<file path="src/rtl/multicycle_adder_ctrl.sv">
// Nibble-serial adder/subtractor: one shared 4-bit adder slice processes WIDTH/4 nibbles,
// LSB first, with the inter-nibble carry held in a register and valid/ready on both sides.

module full_adder_4bit (
  input  logic [3:0] a,
  input  logic [3:0] b,
  input  logic       cin,
  output logic [3:0] sum,
  output logic       cout
);

  logic [4:0] c;

  assign c[0] = cin;

  for (genvar i = 0; i < 4; i++) begin : g_bit
    assign sum[i]  = a[i] ^ b[i] ^ c[i];
    assign c[i+1]  = (a[i] & b[i]) | (c[i] & (a[i] ^ b[i]));
  end

  assign cout = c[4];

endmodule

module multicycle_adder_ctrl #(
  parameter int WIDTH = 16
) (
  input  logic             clk,
  input  logic             reset,
  input  logic             in_valid,
  output logic             in_ready,
  input  logic [WIDTH-1:0] a,
  input  logic [WIDTH-1:0] b,
  input  logic             carry_in,
  input  logic             sub,
  output logic             out_valid,
  input  logic             out_ready,
  output logic [WIDTH-1:0] sum,
  output logic             carry_out,
  output logic             overflow,
  output logic             busy
);

  localparam int N  = WIDTH / 4;
  localparam int CW = (N > 1) ? $clog2(N) : 1;

  if (WIDTH < 4 || (WIDTH % 4) != 0) begin : g_bad_width
    $error("multicycle_adder_ctrl: WIDTH=%0d must be a multiple of 4 and >= 4", WIDTH);
  end

  typedef enum logic [1:0] {
    IDLE = 2'd0,
    RUN  = 2'd1,
    DONE = 2'd2
  } state_t;

  state_t           state;
  logic [WIDTH-1:0] a_q;
  logic [WIDTH-1:0] b_q;       // already inverted for subtraction
  logic             carry_q;
  logic [CW-1:0]    cnt;
  logic             last;
  logic [3:0]       slice_sum;
  logic             slice_cout;

  assign last     = (cnt == CW'(N - 1));
  assign in_ready = (state == IDLE);

  full_adder_4bit u_slice (
    .a    (a_q[4*cnt +: 4]),
    .b    (b_q[4*cnt +: 4]),
    .cin  (carry_q),
    .sum  (slice_sum),
    .cout (slice_cout)
  );

  // NOTE: all state below is written with non-blocking assignments so every register
  // samples pre-edge values; the operand registers are reset too, keeping the slice inputs
  // defined while idle.
  always_ff @(posedge clk or posedge reset) begin
    if (reset) begin
      state     <= IDLE;
      a_q       <= '0;
      b_q       <= '0;
      carry_q   <= 1'b0;
      cnt       <= '0;
      sum       <= '0;
      carry_out <= 1'b0;
      overflow  <= 1'b0;
      out_valid <= 1'b0;
      busy      <= 1'b0;
    end else begin
      case (state)
        IDLE: begin
          if (in_valid) begin
            a_q     <= a;
            b_q     <= sub ? ~b : b;
            carry_q <= sub ? 1'b1 : carry_in;
            cnt     <= '0;
            sum     <= '0;
            busy    <= 1'b1;
            state   <= RUN;
          end
        end

        RUN: begin
          sum[4*cnt +: 4] <= slice_sum;
          carry_q         <= slice_cout;
          cnt             <= cnt + 1'b1;
          if (last) begin
            // The top nibble is being written this edge, so its sign comes from the slice.
            carry_out <= slice_cout;
            overflow  <= (a_q[WIDTH-1] == b_q[WIDTH-1]) && (slice_sum[3] != a_q[WIDTH-1]);
            out_valid <= 1'b1;
            cnt       <= '0;
            state     <= DONE;
          end
        end

        DONE: begin
          if (out_ready) begin
            out_valid <= 1'b0;
            busy      <= 1'b0;
            state     <= IDLE;
          end
        end

        default: begin
          out_valid <= 1'b0;
          busy      <= 1'b0;
          state     <= IDLE;
        end
      endcase
    end
  end

endmodule

</file>
<file path="config.mk">
export PLATFORM = sky130hd
export DESIGN_NAME = multicycle_adder_ctrl
export DESIGN_NICKNAME = d
export VERILOG_FILES = /design/src/rtl/multicycle_adder_ctrl.sv
export SDC_FILE = /design/constraint.sdc
export NUM_CORES = 1
export LEC_CHECK = 0
export BUFFER_PORTS_ARGS = -buffer_cell sky130_fd_sc_hd__buf_2
export CORE_MARGIN = 2
export CORE_UTILIZATION = 45
export CTS_CLUSTER_DIAMETER = 200
export DETAILED_ROUTE_END_ITERATION = 8
export PLACE_DENSITY = 0.65
export SYNTH_ARGS = -nofsm -noshare
export SYNTH_HDL_FRONTEND = slang
export SYNTH_SLANG_ARGS = --single-unit
export TNS_END_PERCENT = 10
</file>
<file path="constraint.sdc">
create_clock -name clk -period 6.7 [get_ports clk]
set_clock_uncertainty 0.2 [all_clocks]
set_input_delay 1.34 -clock clk [delete_from_list [all_inputs] [get_ports clk]]
set_output_delay 1.34 -clock clk [all_outputs]
set_load 0.01 [all_outputs]
</file>
=== Word-level counts from Yosys, hierarchy flattened ===
Index checks and enable logic that the tools add are counted.

* $add $sub $neg: 2
* Equal/unequal tests: 8
* Shift operators: 4
* Muxes and demuxes: 19
* Bitwise operators: 23
* Reductions and logical operators: 9

{| class="wikitable"
|+ Operators by type and width
! operator !! number
|-
| $neg A4 Y34 || 1
|-
| $shift A4 B34 Y16 const A || 1
|-
| $shiftx A4 B34 Y16 || 1
|-
| $mux W16 || 2
|-
| $pmux W16 S2 || 1
|-
| $shiftx A16 B5 Y4 || 2
|-
| $bwmux W16 || 1
|-
| $not A16 Y16 || 1
|-
| $mux W2 || 5
|-
| $reduce_and A3 Y1 || 3
|-
| $and A1 B1 Y1 || 8
|-
| $xor A1 B1 Y1 || 8
|-
| $ne A2 B2 Y1 const B || 3
|-
| $pmux W1 S3 || 2
|-
| $pmux W2 S3 || 1
|-
| $reduce_and A2 Y1 || 3
|-
| $mux W1 || 5
|-
| $eq A2 B2 Y1 const B || 2
|-
| $or A1 B1 Y1 || 4
|-
| $pmux W2 S2 || 1
|-
| $add A2 B1 Y2 const B || 1
|-
| $eq A2 B1 Y1 const B || 1
|-
| $logic_not A2 Y1 || 1
|-
| $not A1 Y1 || 2
|-
| 5 further kinds || 5
|}

* Flip-flop bits (word level): 57
* Bits of input ports: 38
* Output and inout port bits: 21

=== Longest topological paths before layout ===
Gate-level depths: netlist (run 1).

* Word-level depth: 12
* Mapped depth: 13

=== Cells and area by module ===
From an unflattened synthesis (run 1), not the netlist that was laid out.

* Cell total of the unflattened synthesis: 262
* Area total of the unflattened synthesis: 2816.5 um^2

{| class="wikitable"
|+ Modules (own cells, without submodules)
! module !! times used !! cells each !! area an instance (um^2) !! sequential area each (um^2)
|-
| multicycle_adder_ctrl || 1 || 248 || 2698.8 || 1426.4
|-
| full_adder_4bit || 1 || 14 || 117.6 || 0.0
|}

=== Least setup slack after synthesis (run 1) ===
OpenSTA, ideal clock, no wires.

* Kind: reg2reg
* Start: register cnt[0]
* End: register overflow
* Library setup time: 0.125 ns
* Arrival time: 3.022 ns
* Required time: 6.375 ns
* Path slack: 3.353 ns
* Cell stages (with the launch flop): 14
* Path buffers: 1
* Clock period less this slack: 3.347 ns
* Path through: dfrtp_1 buf_2 mux4_2 inv_1 fa_1 inv_1 fa_1 inv_1 fa_1 inv_1 fa_1 nand2b_1 o22ai_1 mux2_2

* Word-level cells in the longest chain between the ends: 11
* Elaborated cells between the ends (all ways): 20

{| class="wikitable"
|+ RTL lines
! item !! line !! text
|-
| from (decl) || 61 || <nowiki>logic [CW-1:0] cnt;</nowiki>
|-
| from (signal assigned) || 109 || <nowiki>cnt <= cnt + 1'b1;</nowiki>
|-
| $shiftx A16 B5 Y4 (on tied branches) || 70, 71 ||
|-
| $xor A1 B1 Y1 || 18 || <nowiki>assign c[i+1] = (a[i] & b[i]) | (c[i] & (a[i] ^ b[i]));</nowiki>
|-
| $and A1 B1 Y1 || 18 ||
|-
| $or A1 B1 Y1 || 18 ||
|-
| $and A1 B1 Y1 || 18 ||
|-
| $or A1 B1 Y1 || 18 ||
|-
| $and A1 B1 Y1 || 18 ||
|-
| $or A1 B1 Y1 || 18 ||
|-
| $xor A1 B1 Y1 || 17 || <nowiki>assign sum[i] = a[i] ^ b[i] ^ c[i];</nowiki>
|-
| $ne A1 B1 Y1 || 113 || <nowiki>overflow <= (a_q[WIDTH-1] == b_q[WIDTH-1]) && (slice_sum[3] != a_q[WIDTH-1]);</nowiki>
|-
| $logic_and A1 B1 Y1 || 113 ||
|-
| to (signal assigned) || 113 ||
|-
| to (decl) || 40 || <nowiki>output logic overflow,</nowiki>
|}

Several ways; a longest one is shown, not always the timed one.
A chain may end at the register's enable or synchronous reset.

=== Final worst setup path (run 1) ===
Ends and elaborated chain as after synthesis.

==> metrics.yaml, run 1 <==
clock_network:
  clk_pin_slew_worst_paths_ns: 0.07
  cts_hold_buf: 0
  clock_sinks: 57
  clk_path_buf_depth: 2
  clock_latency_ns: 0.34
  cts_root_buf: "clkbuf_8"
  cts-resized-gates: 0
  tritoncts: "done"
  htreeDepth: 3
  cts_setup_buffers: 0
  cts_buffers: 9
synthesis:
  synth_area_sq_um: 2710
  syn_inst: 223
  synth_area_leaders: "dfrtp_1 (53%), mux2_2 (7.5%), mux4_2 (6.6%), xnor2_1 (5.2%), a21oi_1 (3.1%)"
  synth_top_area_share_pct: 52.6
  yosysWarnings: 0
  synth-seq-area-share_pct: 52.6
  synthArstFlopShare_pct: 100
  synth_top_cell_by_area: "dfrtp_1"
  synth_top_flop_cell: "dfrtp_1"
  synth_common_cells: "dfrtp_1 (57), nor2_1 (19), mux2_2 (18), a21oi_1 (17), xnor2_1 (16)"
  synth.distinct_cells: 28
  synth_seq_cells: 57
  yosysMostFrequentCell: "dfrtp_1"
  synth_edf_count: 0
  syn_avg_cell_area_sq_um: 12.2
  synth_fp_nets: 269
timing:
  finalCritPeriodShare_pct: 55.1
  setup_viol: 0
  rsz0062_at_grt: "no"
  finalCriticalPeriod_ns: 3.69
  maxSlewViolCount: 0
  max_slew_margin_pct: 51.7
  fmax_mhz: 271
  tns_ns: 0
  timing_hold_violations_final: 0
  worst_pin_slew_ns: 0.725
global_routing:
  antenna_found_initial: 0
  overflow: 0
  grt_max_degree: 58
  grt_usage_pct: 18.7
  grt_pass1_vias: 1795
  grt_pass1_wl_um: 9030
power_and_ir_drop:
  power.clock.fraction_pct: 18.3
  power_frac_comb_pct: 45.9
  ir_drop_mv: 0.252
  switching_power_w: 0.000679
  p_leak_nw: 1.51
  seqPwrFrac_pct: 35.8
  intPower_w: 0.00107
  power_density_nw_per_um2: 537
  swShare_pct: 38.8
critical_path:
  crit_fanout: 16
  cp_top_family: "adder cells"
  crit_chain: "mux4_2, inv_1, fa_1, inv_1, fa_1, inv_1, fa_1, inv_1, fa_1, o22ai_1, mux2_2"
  cp.required_ns: 6.72
  arrival_ns: 3.71
  slowest_stage: "dfrtp_1"
  end_kind: "register"
  critPathBufInv: 4
  worstSetupPathType: "reg -> reg"
  critical_path.max_stage_delay_ns: 0.81
  startpoint_type: "register"
floorplanning:
  core_sq_um: 5890
  pin_count: 59
  num_rows: 28
  die_area_sq_um: 6670
  initial_utilization_pct: 46.1
  die_x_um: 81.7
  fp.dieH_um: 81.7
drt:
  vias: 1821
  drt-initial-drc-count: 81
  first_pass_iters: 4
  via_per_inst: 5.04
  routed_wirelength_um: 5320
  drtAntennaViolNets: 0
  drc_errors: 0
  routedWlPerCell_um: 14.7
layout:
  nets: 328
  layout-drive-gt1-share_pct: 36.0
  diodes: 0
  area.growth.synth_to_final_pct: 20.1
  final_cells: 361
outcome:
  outcome: "complete, no violations"
place:
  gp_congestion: 0.761
  dp_hpwl_um: 3700
  io_buffers: 58
  dp.cells: 346
flow_run:
  maxCapViolCount: 0
min_path:
  worstHoldPathType: "reg -> reg"
==> metal layers <==
metal	up-vias	global-route usage (%)	part of all wire [%]
met5	-	0	0
met3	6	4.84	5.6
met1	867	25.0	46
met4	0	10.0	1.1
met2	49	28.0	47
li1	899	-	-
==> final cells by class <==
class	instances	area (sq um)
fillers	528	2630
flip-flops and latches	57	1430
multi-input cells	143	1200
repair buffers	60	305
clock buffers	12	155
well taps	75	93.8
inverters	11	41.3
clock inverters	3	40.0
==> cells by family (layout without fill, tap and decap cells) <==
kind of cell,Yosys count,in the layout,share of synthesized area [%]
adder cells (fa/ha/maj),8,8,4.80
AND/OR/NAND/NOR,48,48,8.53
XOR/XNOR,16,16,5.16
multiplexers,26,26,14.1
flip-flops,57,57,52.6
buffers and inverters,23,86,3.55
AO/OA/AOI/OAI,45,45,11.3
==> final timing paths <==
kind	start	endpoint	slack, ns	cells past startpoint
hold / removal	sum[12]	sum[12]	0.29	1
hold reg to reg	sum[12]	sum[12]	0.29	1
setup / recovery	cnt[0]	overflow	3.01	11
setup reg to reg	cnt[0]	overflow	3.01	11
min in group asynchronous	reset	sum[14]	1.00	3
max in group asynchronous	reset	b_q[6]	4.82	3
==> worst register-to-register path: cells and delay by family (launching register included) <==
kind,cells,cell delay (ns)
multiplexers,2,0.84
adder cells (fa/ha/maj),4,1.33
flip-flops,1,0.81
buffers and inverters,4,0.28
AO/OA/AOI/OAI,1,0.13
==> state kept, by name, summed over array words and instances (netlist names) <==
signal     cells
a_q           16
b_q           16
busy           1
carry_out      1
carry_q        1
cnt            2
out_valid      1
overflow       1
state          2
sum           16
==> power groups by stage <==
| stage | Combinational, W | Sequential (W) | Clock, W |
|---|---|---|---|
| 2_1_floorplan | 0.000610 | 0.000589 | 0 |
| 5_1_grt | 0.000897 | 0.000654 | 0.000347 |
| 4_1_cts | 0.000810 | 0.000630 | 0.000330 |
| 3_3_place_gp | 0.000795 | 0.000633 | 0 |
| 3_5_place_dp | 0.000806 | 0.000637 | 0 |
| 6_report | 0.000802 | 0.000627 | 0.000320 |
==> placed cells by master, fill, tap and decap left out, drive strengths merged <==
cell type,Yosys,final
dfrtp,57,57
or3b,1,1
nor2b,3,3
nand2b,3,3
inv,11,11
and3,1,1
o22ai,2,2
mux2,18,18
o311ai,1,1
bufinv,0,1
clkbuf,4,12
or3,3,3
nor3,2,2
o31ai,2,2
o2bb2ai,8,8
fa,4,4
nor3b,1,1
a22o,8,8
nor2,19,19
clkinv,0,2
ha,4,4
o21ai,3,3
xnor2,16,16
a21oi,17,17
buf,8,60
nor4b,1,1
nand2,12,12
mux4,8,8
a21o,4,4
nand3,2,2
==> metrics by stage <==
step / utilization, % / instance area, sq um / total power (W) / hold WS (ns) / worst slack, ns
3_3_place_gp: 52.1 / 3060 / 0.00143 / 0.274 / 3.08
2_1_floorplan: - / 2710 / 0.00120 / 0.275 / 3.35
4_1_cts: 55.4 / 3260 / 0.00177 / 0.291 / 2.97
5_1_grt: 55.4 / 3260 / 0.00190 / 0.304 / 2.77
3_5_place_dp: 52.1 / 3060 / 0.00144 / 0.272 / 2.97
6_report: 55.4 / 3260 / 0.00175 / 0.287 / 3.01
Note: power is estimated with default switching activity, not from simulation.
==> run 2: changes to the inputs <==
- ABC_AREA: unset -> 1
- PLACE_DENSITY: 0.65 -> 0.64
- clock period: 6.7 -> 3.45 ns (I/O delays scaled with it)
==> run 2 against run 1 <==
The run now ends with design-rule violations left. Clock power grew 120%. Global-route usage grew 1.1 points. Cell area grew 8.1%. Setup slack lost 2.6 ns. First-iteration DRC count grew 51%.
==> metrics.yaml, run 2 <==
outcome:
  outcome: "finished with violations"
  failed_checks: "design-rule violations"
clock_network:
  clock_sinks: 57  # unchanged
  tritoncts: "done"
  htreeDepth: 3  # unchanged
  cts_root_buf: "clkbuf_8"
  clock_latency_ns: 0.34  # about the same
  clk_pin_slew_worst_paths_ns: 0.07  # about the same
  cts_buffers: 9  # unchanged
  cts-resized-gates: 0  # unchanged
  clk_path_buf_depth: 2  # unchanged
  cts_setup_buffers: 0  # unchanged
  cts_hold_buf: 0  # unchanged
synthesis:
  synthArstFlopShare_pct: 100  # unchanged
  synth_area_sq_um: 3010  # +11%
  synth_top_cell_by_area: "dfrtp_1"
  yosysMostFrequentCell: "nand2_1"
  synth-seq-area-share_pct: 47.4  # -5.2 points
  synth_top_area_share_pct: 47.4  # -5.2 points
  synth.distinct_cells: 25  # -11%
  synth_top_flop_cell: "dfrtp_1"
  syn_avg_cell_area_sq_um: 8.12  # -33%
  syn_inst: 371  # +66%
  synth_common_cells: "nand2_1 (177), dfrtp_1 (57), nand3_1 (30), inv_1 (25), xor2_1 (16)"
  synth_fp_nets: 417  # +55%
  synth_seq_cells: 57  # unchanged
  yosysWarnings: 0  # unchanged
  synth_area_leaders: "dfrtp_1 (47%), nand2_1 (22%), nand3_1 (5.0%), xor2_1 (4.7%), inv_1 (3.1%)"
  synth_edf_count: 0  # unchanged
critical_path:
  rr_endpoint: "sum[7]"
  r2r_start: "cnt[1]"
  crit_fanout: 10  # -6
  r2r_slack_ns: 0.36  # -2.65 ns
  startpoint_type: "register"
  arrival_ns: 3.11  # -0.60 ns
  worstSetupPathType: "reg -> reg"
  cp.required_ns: 3.47  # -3.25 ns
  crit_end: "sum[7]"
  end_kind: "register"
  startpoint: "cnt[1]"
  r2r_cells: 14  # +3
timing:
  maxSlewViolCount: 0  # unchanged
  tns_ns: 0  # unchanged
  finalCriticalPeriod_ns: 3.09  # -0.603 ns
  rsz0062_at_grt: "no"
  fmax_mhz: 324  # +20%
  setup_slack_ns: 0.359  # -2.65 ns
  max_slew_margin_pct: 63.7  # +12 points
  finalCritPeriodShare_pct: 89.6  # +34 points
  setup_viol: 0  # unchanged
  worst_pin_slew_ns: 0.543  # -0.182 ns
  timing_hold_violations_final: 0  # unchanged
power_and_ir_drop:
  swShare_pct: 43.2  # +4.3 points
  switching_power_w: 0.00152  # +120%
  p_leak_nw: 2.02  # +34%
  intPower_w: 0.00200  # +87%
  power_frac_comb_pct: 46.6  # +0.7 points
  power.total_w: 0.00352  # +100%
  power.clock.fraction_pct: 20.3  # +2.0 points
  seqPwrFrac_pct: 33.1  # -2.7 points
  ir_drop_mv: 0.442  # +75%
  power_density_nw_per_um2: 998  # +86%
min_path:
  worstHoldPathType: "in -> async"
drt:
  first_pass_iters: 9  # +5
  drc_errors: 4  # +4
  via_per_inst: 4.82  # -4.4%
  drtAntennaViolNets: 0  # unchanged
  routedWlPerCell_um: 12.6  # -14%
  vias: 2455  # +35%
  drt-initial-drc-count: 122  # +51%
  routed_wirelength_um: 6410  # +21%
global_routing:
  grt_pass1_wl_um: 11400  # +26%
  overflow: 0  # unchanged
  grt_usage_pct: 19.8  # +1.1 points
  antenna_found_initial: 0  # unchanged
  grt_pass1_vias: 2416  # +35%
  grt_max_degree: 52  # -10%
layout:
  area.growth.synth_to_final_pct: 17.0
  top_regs: "a_q x16, b_q x16, sum x16"
  diodes: 0  # unchanged
  layout-drive-gt1-share_pct: 21.1  # -15 points
  final_area_sq_um: 3520  # +8.1%
  nets: 473  # +44%
  final_cell_mix: "nand2_1 (177), buf_2 (58), dfrtp_1 (57), nand3_1 (30), inv_1 (24)"
  final_common_cell: "nand2_1"
  final_cells: 509  # +41%
place:
  dp.cells: 493  # +42%
  dp_hpwl_um: 4610  # +24%
  preCtsSetupSlack_ns: 0.388  # -2.59 ns
  gp_congestion: 0.861  # +13%
  placed_area_sq_um: 3290  # +7.5%
  io_buffers: 58  # unchanged
floorplanning:
  fp.dieH_um: 85.8  # +5.1%
  initial_utilization_pct: 46.9  # +0.78 points
  die_x_um: 85.8  # +5.1%
  num_rows: 29  # +3.6%
  die_area_sq_um: 7360  # +10%
  pin_count: 59  # unchanged
  core_sq_um: 6420  # +9.1%
flow_run:
  maxCapViolCount: 0  # unchanged
## run 2: kinds of logic (layout without fill, tap and decap cells)
logic type	Yosys count	after routing	share of synthesized area, %
and+or+nand+nor	231	231	32.6
xor gates and xnor gates	16	16	4.65
DFF	57	57	47.4
AOI/OAI and AO/OA	13	13	2.74
buffers and inverters	46	107	8.31
adders and majority gates	8	8	4.32
## run 2: area by class of cell
class / count / area [sq um]
Fill cell: 623 / 2900
Multi-Input combinational cell: 268 / 1340
Clock buffer: 11 / 151
Inverter: 28 / 108
Tap cell: 77 / 96.3
Clock inverter: 5 / 77.6
Sequential cell: 57 / 1430
Timing Repair Buffer: 63 / 328
## run 2: per-layer routing
layer	wire length (um)	part of all wire (%)	global-route usage, %	vias up
met2	2980	46	30.6	44
met3	218	3.4	5.49	7
li1	-	-	-	1255
met1	3150	49	27.4	1149
met5	0	0	0	-
met4	71	1.1	5.63	0
## run 2: through the flow
step	hold slack, ns	utilization [%]
final	0.195	54.8
after global routing	0.229	54.8
after floorplan	0.244	-
after CTS	0.197	54.8
after global placement	0.250	51.3
after detailed placement	0.254	51.3
## run 2: worst min-delay path by stage
stage                        from  endpoint  slack, ns
final                       reset    a_q[1]       0.19
after global routing        reset    a_q[3]       0.23
after CTS                   reset    a_q[5]       0.20
after detailed placement     busy      busy       0.25
after global placement       busy      busy       0.25
after floorplan           a_q[13]   a_q[13]       0.24
## run 2: power by group through the flow
stage	sequential [W]	combinational, W	clock [W]
6_report	0.00116	0.00164	0.000713
5_1_grt	0.00120	0.00191	0.000760
4_1_cts	0.00116	0.00166	0.000725
3_5_place_dp	0.00117	0.00165	0
3_3_place_gp	0.00117	0.00161	0
2_1_floorplan	0.00113	0.00128	0
## run 2: worst max-delay path, stage by stage (launching register included)
cell and delay, ns:
dfrtp_1 0.55, inv_1 0.20, nand3_1 0.12, nand2_1 0.08
fa_1 0.38, inv_1 0.08, fa_1 0.16, inv_1 0.05
fa_1 0.35, inv_1 0.07, fa_1 0.46, nand2_1 0.12
nor2_1 0.06, nand2_1 0.06, nand2_1 0.04
==> run 3: changes to the inputs <==
- clock period: 3.45 -> 3.7 ns (I/O delays scaled with it)
==> run 3 against run 2 <==
The run still ends with design-rule violations left. Via count is 1.1% lower. Total power shrank 12%. Final cell count down 0.39%. Critical path depth up 1. Cell area down 2.0%. Largest cell class unchanged.
==> metrics.yaml, run 3 (synthesis results as in run 2) <==
outcome:
  outcome: "finished with violations"
  failed_checks: "design-rule violations"
place:
  gp_congestion: 0.875  # +1.6%
  dp_hpwl_um: 4400  # -4.7%
  dp.cells: 491  # -0.41%
  io_buffers: 58  # unchanged
  placed_area_sq_um: 3280  # -0.46%
global_routing:
  grt_max_degree: 52  # unchanged
  grt_pass1_wl_um: 10800  # -4.7%
  overflow: 0  # unchanged
  antenna_found_initial: 0  # unchanged
  grt_usage_pct: 19.2  # -0.59 points
  grt_pass1_vias: 2351  # -2.7%
layout:
  final_area_sq_um: 3450  # -2.0%
  multi_input_area_sq_um: 1340  # unchanged
  diodes: 0  # unchanged
  nets: 471  # -0.42%
  layout-drive-gt1-share_pct: 20.2  # -0.83 points
  seq_area_sq_um: 1430  # unchanged
  top_regs: "a_q x16, b_q x16, sum x16"
  final_cells: 507  # -0.39%
  area.growth.synth_to_final_pct: 14.6
  final_cell_mix: "nand2_1 (177), buf_2 (58), dfrtp_1 (57), nand3_1 (30), inv_1 (24)"
  n_fill_cell: 646  # +3.7%
  final_common_cell: "nand2_1"
clock_network:
  cts_setup_buffers: 0  # unchanged
  cts-resized-gates: 0  # unchanged
  clk_pin_slew_worst_paths_ns: 0.07  # about the same
  htreeDepth: 3  # unchanged
  clock_sinks: 57  # unchanged
  cts_hold_buf: 0  # unchanged
  cts_root_buf: "clkbuf_8"
  clock_latency_ns: 0.35  # about the same
  cts_buffers: 9  # unchanged
  clk_path_buf_depth: 2  # unchanged
  tritoncts: "done"
drt:
  routed-wl-met2_um: 2750  # -7.6%
  drtAntennaViolNets: 0  # unchanged
  top_layer: "met4"
  via_per_inst: 4.79  # -0.75%
  vias: 2427  # -1.1%
  drt-initial-drc-count: 119  # -2.5%
  wl_met1_um: 3000  # -4.8%
  routed_wirelength_um: 6170  # -3.8%
  routedWlPerCell_um: 12.2  # -3.5%
  drc_errors: 4  # unchanged
  dr_wl_met3_um: 314  # +44%
  first_pass_iters: 7  # -2
critical_path:
  startpoint_type: "register"
  worstSetupPathType: "reg -> reg"
  critical_path.max_stage_delay_ns: 0.47  # -0.08 ns
  cp.required_ns: 3.74  # +0.27 ns
  r2r_start: "cnt[0]"
  crit_chain: "inv_1, nand2_1, nand3_1, nand2_1, fa_1, inv_1, fa_1, inv_1, fa_1, inv_1, fa_1, nand2_1, nor2_1, nand2_1, nand2_1"
  end_kind: "register"
  arrival_ns: 3.20  # +0.09 ns
  rr_endpoint: "sum[7]"
  crit_fanout: 19  # +9
  cp_common_cell: "nand2_1"
  slowest_stage: "fa_1"
  r2r_slack_ns: 0.54  # +0.19 ns
  r2r_cells: 15  # +1
floorplanning:
  initial_utilization_pct: 46.9  # unchanged
  num_rows: 29  # unchanged
  pin_count: 59  # unchanged
  fp.dieH_um: 85.8  # unchanged
  die_x_um: 85.8  # unchanged
  core_sq_um: 6420  # unchanged
  die_area_sq_um: 7360  # unchanged
power_and_ir_drop:
  power_frac_comb_pct: 48.7  # +2.1 points
  p_leak_nw: 1.99  # -1.5%
  ir_drop_mv: 0.390  # -12%
  swShare_pct: 44.7  # +1.6 points
  intPower_w: 0.00172  # -14%
  switching_power_w: 0.00139  # -8.5%
  seqPwrFrac_pct: 34.7  # +1.6 points
  power_density_nw_per_um2: 899  # -9.9%
  power.clock.fraction_pct: 16.6  # -3.7 points
timing:
  worst_pin_slew_ns: 0.731  # +0.188 ns
  setup_viol: 0  # unchanged
  tns_ns: 0  # unchanged
  maxSlewViolCount: 0  # unchanged
  finalCriticalPeriod_ns: 3.16  # +0.0640 ns
  finalCritPeriodShare_pct: 85.3  # -4.3 points
  max_slew_margin_pct: 51.2  # -13 points
  fmax_mhz: 317  # -2.0%
  timing_hold_violations_final: 0  # unchanged
  rsz0062_at_grt: "no"
min_path:
  hold_end: "busy"
  worstHoldPathType: "reg -> reg"
  hold_path_depth: 2
  min_from: "busy"
flow_run:
  maxCapViolCount: 0  # unchanged
-- run 3: cell count changes in the layout (fill, tap and decap cells not counted) --
cell,before,now
buf_4,5,3
clkinvlp_4,1,0
clkbuf_1,0,2
bufinv_16,2,0
clkinv_2,2,3
-- run 3: worst max path at each step --
stage | from | to
finish | cnt[0] | sum[7]
global route | cnt[1] | sum[7]
CTS | cnt[1] | sum[7]
detailed placement | cnt[0] | sum[7]
global placement | cnt[0] | sum[7]
floorplan | cnt[0] | sum[15]
-- run 3: critical path: cells and delay by family, from the launching register on --
kind	cells	cell delay (ns)
buffers and inverters	4	0.57
adder cells (fa/ha/maj)	4	1.35
AND/OR/NAND/NOR	7	0.55
flip-flops	1	0.37
-- run 3: cell type report --
type / instances / share of cell area, %
Inverter: 28 / 3.12
Clock inverter: 3 / 0.435
Sequential cell: 57 / 41.3
Timing Repair Buffer: 61 / 9.06
Tap cell: 77 / 2.79
Clock buffer: 13 / 4.60
Multi-Input combinational cell: 268 / 38.7
-- run 3: layer usage --
metal | up-vias | GRT usage [%]
met5 | - | 0
met4 | 0 | 7.79
met3 | 11 | 6.16
met2 | 52 | 30.1
met1 | 1111 | 24.7
li1 | 1253 | -
-- run 3: through the flow --
stage | worst slack, ns | hold slack, ns | power [W] | utilization [%]
2_1_floorplan | 0.627 | 0.244 | 0.00225 | -
3_3_place_gp | 0.624 | 0.251 | 0.00259 | 51.0
3_5_place_dp | 0.527 | 0.254 | 0.00261 | 51.0
4_1_cts | 0.528 | 0.270 | 0.00313 | 53.8
5_1_grt | 0.273 | 0.309 | 0.00341 | 53.8
6_report | 0.545 | 0.265 | 0.00310 | 53.8
-- run 3: power groups by stage --
stage	Sequential, W	Combinational [W]	Clock (W)
CTS	0.00108	0.00152	0.000528
global route	0.00112	0.00174	0.000561
floorplan	0.00105	0.00119	0
finish	0.00108	0.00151	0.000516
detailed placement	0.00108	0.00152	0
global placement	0.00109	0.00150	0
